[src/rtl/scalar_operand_fetch.sv]
// Scalar operand-fetch stage: per-register busy scoreboard, RAW/WAW stall,
// same-cycle writeback forwarding and a one-entry valid/ready output register.
module scalar_operand_fetch #(
    parameter int DATA_W = 32,
    parameter int NREG   = 8,
    parameter int ADDR_W = 3
) (
    input  logic              clk,
    input  logic              rst,
    input  logic              in_valid,
    output logic              in_ready,
    input  logic [5:0]        in_op,
    input  logic [ADDR_W-1:0] in_rs1,
    input  logic [ADDR_W-1:0] in_rs2,
    input  logic [ADDR_W-1:0] in_rd,
    input  logic              in_use_rs1,
    input  logic              in_use_rs2,
    input  logic              in_writes_rd,
    output logic [ADDR_W-1:0] rf_rs1,
    output logic [ADDR_W-1:0] rf_rs2,
    input  logic [DATA_W-1:0] rf_ro1,
    input  logic [DATA_W-1:0] rf_ro2,
    input  logic              wb_valid,
    input  logic [ADDR_W-1:0] wb_rd,
    input  logic [DATA_W-1:0] wb_data,
    output logic              out_valid,
    input  logic              out_ready,
    output logic [5:0]        out_op,
    output logic [ADDR_W-1:0] out_rd,
    output logic              out_writes_rd,
    output logic [DATA_W-1:0] out_a,
    output logic [DATA_W-1:0] out_b,
    output logic [15:0]       stall_count
);

    logic [NREG-1:0]   r_busy;
    logic              r_out_valid;
    logic [5:0]        r_out_op;
    logic [ADDR_W-1:0] r_out_rd;
    logic              r_out_writes_rd;
    logic [DATA_W-1:0] r_out_a;
    logic [DATA_W-1:0] r_out_b;
    logic [15:0]       r_stall_count;

    logic              w_fwd1;
    logic              w_fwd2;
    logic              w_fwd_d;
    logic              w_raw1;
    logic              w_raw2;
    logic              w_waw;
    logic              w_hazard;
    logic              w_accept;
    logic [NREG-1:0]   w_busy_next;

    assign rf_rs1 = in_rs1;
    assign rf_rs2 = in_rs2;

    assign w_fwd1  = wb_valid && (wb_rd == in_rs1);
    assign w_fwd2  = wb_valid && (wb_rd == in_rs2);
    assign w_fwd_d = wb_valid && (wb_rd == in_rd);

    assign w_raw1   = in_use_rs1   && r_busy[in_rs1] && !w_fwd1;
    assign w_raw2   = in_use_rs2   && r_busy[in_rs2] && !w_fwd2;
    assign w_waw    = in_writes_rd && r_busy[in_rd]  && !w_fwd_d;
    assign w_hazard = w_raw1 || w_raw2 || w_waw;

    assign in_ready = (!r_out_valid || out_ready) && !w_hazard;
    assign w_accept = in_valid && in_ready;

    always_comb begin
        // NOTE: default assigned first so every path drives w_busy_next and no latch is inferred.
        w_busy_next = r_busy;
        if (wb_valid) begin
            w_busy_next[wb_rd] = 1'b0;
        end
        // Set after clear: a writer issued alongside the writeback keeps the register busy.
        if (w_accept && in_writes_rd) begin
            w_busy_next[in_rd] = 1'b1;
        end
    end

    always_ff @(posedge clk) begin
        // NOTE: non-blocking assignments so every register samples pre-edge values.
        if (rst) begin
            r_busy          <= '0;
            r_out_valid     <= 1'b0;
            r_out_op        <= '0;
            r_out_rd        <= '0;
            r_out_writes_rd <= 1'b0;
            r_out_a         <= '0;
            r_out_b         <= '0;
            r_stall_count   <= '0;
        end else begin
            r_busy <= w_busy_next;

            if (w_accept) begin
                r_out_valid     <= 1'b1;
                r_out_op        <= in_op;
                r_out_rd        <= in_rd;
                r_out_writes_rd <= in_writes_rd;
                r_out_a         <= w_fwd1 ? wb_data : rf_ro1;
                r_out_b         <= w_fwd2 ? wb_data : rf_ro2;
            end else if (out_ready) begin
                r_out_valid <= 1'b0;
            end

            if (in_valid && w_hazard && (r_stall_count != 16'hFFFF)) begin
                r_stall_count <= r_stall_count + 16'd1;
            end
        end
    end

    assign out_valid     = r_out_valid;
    assign out_op        = r_out_op;
    assign out_rd        = r_out_rd;
    assign out_writes_rd = r_out_writes_rd;
    assign out_a         = r_out_a;
    assign out_b         = r_out_b;
    assign stall_count   = r_stall_count;

endmodule

[config.mk]
export PLATFORM = sky130hd
export DESIGN_NAME = scalar_operand_fetch
export DESIGN_NICKNAME = d
export VERILOG_FILES = /design/src/rtl/scalar_operand_fetch.sv
export SDC_FILE = /design/constraint.sdc
export NUM_CORES = 1
export LEC_CHECK = 0
export BUFFER_PORTS_ARGS = -buffer_cell sky130_fd_sc_hd__buf_2
export CAP_MARGIN = 20
export CORE_MARGIN = 2
export CORE_UTILIZATION = 51
export DETAILED_ROUTE_END_ITERATION = 8
export HOLD_SLACK_MARGIN = 0.12
export PLACE_DENSITY = 0.92
export SLEW_MARGIN = 20
export SYNTH_ARGS = -nofsm -noshare
export SYNTH_HDL_FRONTEND = slang
export SYNTH_SLANG_ARGS = --single-unit
[constraint.sdc]
create_clock -name clk -period 7.93 [get_ports clk]
set_clock_uncertainty 0.15 [all_clocks]
set_input_delay 1.586 -clock clk [delete_from_list [all_inputs] [get_ports clk]]
set_output_delay 1.586 -clock clk [all_outputs]
set_load 0.01 [all_outputs]
* After elaboration in Yosys (flattened, before gate mapping)
Index checks and enable logic that the tools add are counted.
** Operators by class
- Add/sub/neg operators :: 1
- Order comparisons :: 6
- Equality and inequality tests :: 4
- Mux-type cells :: 16
- Bitwise operators :: 3
- Reduce and logical (&&, ||, !) cells :: 25
** Operators with widths (number)
- $mux W32 :: 2
- $add A16 B1 Y16 const B :: 1
- $logic_and A1 B1 Y1 :: 16
- $lt A3 B4 Y1 const B :: 4
- $mux W8 :: 2
- $ne A16 B16 Y1 const B :: 1
- $bmux W1 S3 :: 3
- $eq A3 B3 Y1 :: 3
- $and A8 B8 Y8 :: 1
- $not A8 Y8 :: 1
- $or A8 B8 Y8 :: 1
- $mux W1 :: 7
- $demux W1 S3 :: 2
- $ge A3 B1 Y1 const B :: 2
- $logic_not A1 Y1 :: 5
- $logic_or A1 B1 Y1 :: 3
- $reduce_bool A2 Y1 :: 1
** Word-level totals
- Register bits after elaboration :: 99
- Input port bits :: 122
- Output and inout bits :: 98

* Logic depth before layout (Yosys ltp)
- Word-level depth :: 11
- Depth in mapped cells :: 9

* Worst setup path before layout
No wires, ideal clock.
- Path kind :: input to output
- Start :: input in_rs1[1]
- End :: output in_ready
- Arrival time :: 3349 ps
- Setup slack :: 2845 ps
- Stages on the path :: 6
- Cells stage by stage :: clkbuf_1 mux2_1 o31a_1 and4_1 nor3_1 and2_1
** Between the ends
- Cells in the longest elaborated chain, start to end :: 8
- Elaborated cells on any way between the ends :: 11
- Those cells by class :: eq/ne (1); mux (2); reduce/logical (8)
** Ends and longest elaborated chain
- from (decl) :: line 13 : input logic [ADDR_W-1:0] in_rs1,
- $bmux W1 S3 / $eq A3 B3 Y1 (equally long branches) :: line 62, 58
- $mux W1 (implied by the code) / $logic_and A1 B1 Y1 (equally long branches) :: line 62, 58
- $logic_and A1 B1 Y1 / $logic_not A1 Y1 (equally long branches) :: line 62 : assign w_raw1 = in_use_rs1 && r_busy[in_rs1] && !w_fwd1;
- $logic_and A1 B1 Y1 (*) :: line 62
- $logic_or A1 B1 Y1 (*) (2 in a row) :: line 65 : assign w_hazard = w_raw1 || w_raw2 || w_waw;
- $logic_not A1 Y1 (*) :: line 67 : assign in_ready = (!r_out_valid || out_ready) && !w_hazard;
- $logic_and A1 B1 Y1 (*) :: line 67
- to (decl) :: line 11 : output logic in_ready,
Mark *: on every way between the ends. The rest lies on a longest branch, timed or not. The select of a mux whose other input is x is not followed.

* Worst setup path in the final report
- Start :: input wb_rd[1]
- End :: output in_ready
** Between the ends
- Cells in the longest elaborated chain, start to end :: 8
- Elaborated cells on any way between the ends :: 16
- Those cells by class :: eq/ne (3); reduce/logical (13)
** Ends and longest elaborated chain
- from (decl) :: line 24 : input logic [ADDR_W-1:0] wb_rd,
- $eq A3 B3 Y1, on equally long branches :: line 58, 59
- $logic_and A1 B1 Y1, on equally long branches :: line 58, 59
- $logic_not A1 Y1, on equally long branches :: line 62, 63
- $logic_and A1 B1 Y1, on equally long branches :: line 62, 63
- $logic_or A1 B1 Y1 :: line 65
- $logic_or A1 B1 Y1 (*) :: line 65
- $logic_not A1 Y1 (*) :: line 67
- $logic_and A1 B1 Y1 (*) :: line 67
Mark *: on every way between the ends. The rest lies on a longest branch, timed or not.

==> impl_metrics.prom <==
# TYPE chip_impl_metric gauge
chip_impl_metric{name="synthesis.nets",unit=""} 635
chip_impl_info{name="crit_path_start",value="wb_rd[1]"} 1
chip_impl_metric{name="final-hold-violation-count",unit=""} 0
chip_impl_metric{name="grt_pass1_vias",unit=""} 4299
chip_impl_metric{name="detail_route.first_pass.iterations",unit=""} 4
chip_impl_metric{name="holdWs",unit="ns"} 0.351
chip_impl_metric{name="max-cap-violations",unit=""} 0
chip_impl_metric{name="switchingPower",unit="mW"} 0.340
chip_impl_metric{name="wl",unit="um"} 13200
chip_impl_metric{name="flow.area_growth_from_synthesis",unit="%"} 26.1
chip_impl_metric{name="leakagePower",unit="nW"} 3.04
chip_impl_metric{name="timing.final.crit_share",unit="%"} 69.0
chip_impl_metric{name="worst_ir_drop_vdd",unit="uV"} 109
chip_impl_info{name="r2r_end",value="out_op[0]$_SDFFE_PP0P_"} 1
chip_impl_metric{name="yosys.cell_types.count",unit=""} 41
chip_impl_metric{name="clkLatencyLatePin",unit="ns"} 0.35
chip_impl_metric{name="worstPathRequired",unit="ns"} 6.19
chip_impl_info{name="most_common_cell_after_layout_fill_and_taps_aside",value="sky130_fd_sc_hd__buf_2"} 1
chip_impl_metric{name="number_of_synthesized_flops_with_an_enable_pin",unit=""} 0
chip_impl_metric{name="post_synth.cell_area_avg",unit="um2"} 9.25
chip_impl_info{name="worst_hold_path_type",value="reg -> reg"} 1
chip_impl_metric{name="synthesis.yosys.warnings",unit=""} 0
chip_impl_metric{name="initial_antenna_violation_count",unit=""} 1
chip_impl_metric{name="grt_pass1_wl",unit="um"} 20700
chip_impl_metric{name="netSwitchingFraction",unit="%"} 30.9
chip_impl_metric{name="cts_htree_levels",unit=""} 3
chip_impl_info{name="crit_end",value="in_ready"} 1
chip_impl_metric{name="hold_buffers",unit=""} 0
chip_impl_info{name="postSynth.topFlopCell",value="sky130_fd_sc_hd__dfxtp_1"} 1
chip_impl_metric{name="finalInstanceArea",unit="mm2"} 0.00597
chip_impl_metric{name="tritoncts.num_buffers",unit=""} 9
chip_impl_metric{name="vias_per_cell",unit=""} 5.64
chip_impl_metric{name="finalWorstPathRequiredPeriod",unit="ns"} 5.47
chip_impl_metric{name="synth-compound-area-share",unit="%"} 16.0
chip_impl_metric{name="max_slew_margin",unit="%"} 33.2
chip_impl_metric{name="synthArstFlopShare",unit="%"} 0
chip_impl_info{name="status",value="finished clean"} 1
chip_impl_metric{name="syn_inst",unit=""} 512
chip_impl_metric{name="regToRegSetupSlack",unit="ns"} 4.39
chip_impl_metric{name="setup-violations-final",unit=""} 0
chip_impl_metric{name="gpl.final_weighted_congestion",unit=""} 0.891
chip_impl_metric{name="post_route_cells_drive_above_1_share",unit="%"} 35.1
chip_impl_metric{name="via_count",unit=""} 4621
chip_impl_metric{name="worst-slew-pin-transition",unit="ns"} 1.00
chip_impl_metric{name="boundaryPins",unit=""} 220
chip_impl_metric{name="post_synth_xor_area_fraction",unit="%"} 1.85
chip_impl_metric{name="start_util",unit="%"} 52.0
chip_impl_metric{name="pwr-share-comb",unit="%"} 22.1
chip_impl_info{name="worstSetupStartpointType",value="input port"} 1
chip_impl_metric{name="synthAdderAreaFrac",unit="%"} 0.264
chip_impl_metric{name="drcViolationCount",unit=""} 0
chip_impl_metric{name="rr_worst_depth",unit=""} 8
chip_impl_info{name="rsz_0062_raised_after_global_routing",value="false"} 1
chip_impl_metric{name="final-max-slew-violation-count",unit=""} 0
chip_impl_metric{name="cp_max_fo",unit=""} 33
chip_impl_metric{name="clock_share_of_power",unit="%"} 27.2
chip_impl_metric{name="placement_rows",unit=""} 35
chip_impl_metric{name="core_area",unit="mm2"} 0.00911
chip_impl_info{name="commonest_non_fill_non_tap_cells_in_the_layout",value="sky130_fd_sc_hd__buf_2 (219), sky130_fd_sc_hd__dfxtp_1 (99), sky130_fd_sc_hd__nor2_1 (85)"} 1
chip_impl_metric{name="cts_post_setup_buffers_inserted",unit=""} 0
chip_impl_metric{name="synth_seq_area_share",unit="%"} 41.8
chip_impl_metric{name="clk_pin_slew_worst_paths",unit="ns"} 0.09
chip_impl_metric{name="sequentialPowerShare",unit="%"} 50.7
chip_impl_info{name="tritoncts",value="yes"} 1
chip_impl_metric{name="timing.fmax",unit="GHz"} 0.183
chip_impl_metric{name="standard_cell_area_after_detailed_placement",unit="mm2"} 0.00578
chip_impl_metric{name="power_density",unit="mW/mm2"} 184
chip_impl_info{name="clock-root-buffer",value="sky130_fd_sc_hd__clkbuf_8"} 1
chip_impl_info{name="path_class",value="in -> out"} 1
chip_impl_info{name="cp_capture_type",value="output pin"} 1
chip_impl_metric{name="die_w",unit="um"} 100
chip_impl_metric{name="first_iter_violations",unit=""} 145
chip_impl_metric{name="synth_area",unit="mm2"} 0.00474
chip_impl_metric{name="numPortBuffers",unit=""} 219
chip_impl_info{name="worstReg2RegStart",value="r_busy[6]$_SDFF_PP0_"} 1
chip_impl_metric{name="fp.dieArea",unit="mm2"} 0.0101
chip_impl_metric{name="finish.net_count",unit=""} 824
chip_impl_metric{name="postSynthRegisterBits",unit=""} 99
chip_impl_metric{name="post-dp-hpwl",unit="um"} 9810
chip_impl_metric{name="yosys.area_share.simple",unit="%"} 15.1
chip_impl_metric{name="cts_num_sinks",unit=""} 99
chip_impl_metric{name="grt_max_degree",unit=""} 98
chip_impl_info{name="synth_top_family_by_area",value="multiplexers"} 1
chip_impl_metric{name="ant_nets",unit=""} 0
chip_impl_metric{name="cts_buffer_depth",unit=""} 2
chip_impl_metric{name="grt_overflow",unit=""} 0
chip_impl_metric{name="cts_resized",unit=""} 0
chip_impl_metric{name="synth.area.mux_share",unit="%"} 19.4
chip_impl_metric{name="globalRouteTotalUtil",unit="%"} 25.4
chip_impl_metric{name="cellInternalPower",unit="mW"} 0.762
chip_impl_metric{name="drt-wirelength-per-cell",unit="um"} 16.1
chip_impl_metric{name="cp.arrival",unit="ns"} 3.74
chip_impl_metric{name="setup-tns-final",unit="ns"} 0
chip_impl_metric{name="die_height",unit="um"} 100
-- worst max-delay path: stages --
cell,delay [ns]
sky130_fd_sc_hd__buf_2,0.16
sky130_fd_sc_hd__xnor2_1,0.18
sky130_fd_sc_hd__nand4_1,0.13
sky130_fd_sc_hd__buf_4,0.31
sky130_fd_sc_hd__and4_1,0.35
sky130_fd_sc_hd__nor3_1,0.66
sky130_fd_sc_hd__and2_1,0.23
sky130_fd_sc_hd__buf_2,0.13
-- registers in the layout, indices dropped and copies added (netlist names) --
register,cells
out_a,32
out_writes_rd,1
out_valid,1
out_op,6
stall_count,16
out_b,32
out_rd,3
r_busy,8
-- layout make-up --
class                   instances  area [um2]
clock inverters                 6        48.8
flip-flops and latches         99        1980
fillers                       746        3140
clock buffers                  10         128
well taps                     111         139
repair buffers                224        1130
inverters                       9        33.8
multi-input cells             358        2500
diodes                          2        5.00
-- power by group through the flow --
stage / registers [mW] / clock network, mW / logic (mW)
final: 0.559 / 0.299 / 0.244
after CTS: 0.559 / 0.309 / 0.244
after floorplan: 0.587 / 0 / 0.130
after global routing: 0.563 / 0.333 / 0.268
after global placement: 0.567 / 0 / 0.234
after detailed placement: 0.569 / 0 / 0.243
-- routing by layer --
metal  share of wire [%]  GRT usage [%]  vias up
met1                  39           30.3     2155
met2                  50           42.5      191
li1                    -              -     2249
met5                   0              0        -
met4                 2.5           8.54        0
met3                 8.7           9.19       26
-- through the flow --
step / util, % / worst slack (ns) / total power [mW] / cells
floorplan: - / 2.84 / 0.717 / 512
global placement: 63.5 / 2.58 / 0.801 / 801
detailed placement: 63.5 / 2.47 / 0.813 / 801
CTS: 65.4 / 2.46 / 1.11 / 817
global route: 65.5 / 2.27 / 1.16 / 818
finish: 65.6 / 2.46 / 1.10 / 819
-- synthesized netlist by cell type, types with 6 or more instances --
library cell | count | area (um2)
sky130_fd_sc_hd__dfxtp_1 | 99 | 1980
sky130_fd_sc_hd__or3_1 | 8 | 50.1
sky130_fd_sc_hd__mux2i_1 | 83 | 831
sky130_fd_sc_hd__o21ai_0 | 15 | 75.1
sky130_fd_sc_hd__a211oi_1 | 64 | 480
sky130_fd_sc_hd__nand2_1 | 9 | 33.8
sky130_fd_sc_hd__xnor2_1 | 9 | 78.8
sky130_fd_sc_hd__nand3_1 | 16 | 80.1
sky130_fd_sc_hd__clkbuf_1 | 22 | 82.6
sky130_fd_sc_hd__buf_4 | 10 | 75.1
sky130_fd_sc_hd__nand4_1 | 6 | 37.5
sky130_fd_sc_hd__inv_1 | 9 | 33.8
sky130_fd_sc_hd__a21oi_1 | 10 | 50.1
sky130_fd_sc_hd__nor2_1 | 85 | 319
sky130_fd_sc_hd__buf_2 | 13 | 65.1
sky130_fd_sc_hd__o311ai_0 | 8 | 70.1
-- cells by family after synthesis --
kind of cell | count (synthesis)
AO/OA/AOI/OAI | 106
XOR/XNOR | 10
adder cells (fa/ha/maj) | 1
buffers and inverters | 55
flip-flops | 99
multiplexers | 90
AND/OR/NAND/NOR | 151
-- worst min path at each step --
stage / from / to / slack, ns / depth (start not counted)
finish: out_b[23]$_SDFFE_PP0P_ / out_b[23]$_SDFFE_PP0P_ / 0.35 / 2
global route: out_b[23]$_SDFFE_PP0P_ / out_b[23]$_SDFFE_PP0P_ / 0.37 / 2
CTS: out_b[23]$_SDFFE_PP0P_ / out_b[23]$_SDFFE_PP0P_ / 0.35 / 2
detailed placement: out_b[23]$_SDFFE_PP0P_ / out_b[23]$_SDFFE_PP0P_ / 0.34 / 2
global placement: out_op[0]$_SDFFE_PP0P_ / out_op[0]$_SDFFE_PP0P_ / 0.32 / 2
floorplan: r_busy[0]$_SDFF_PP0_ / r_busy[0]$_SDFF_PP0_ / 0.34 / 2
No activity file was read; power rests on OpenSTA's default activity.
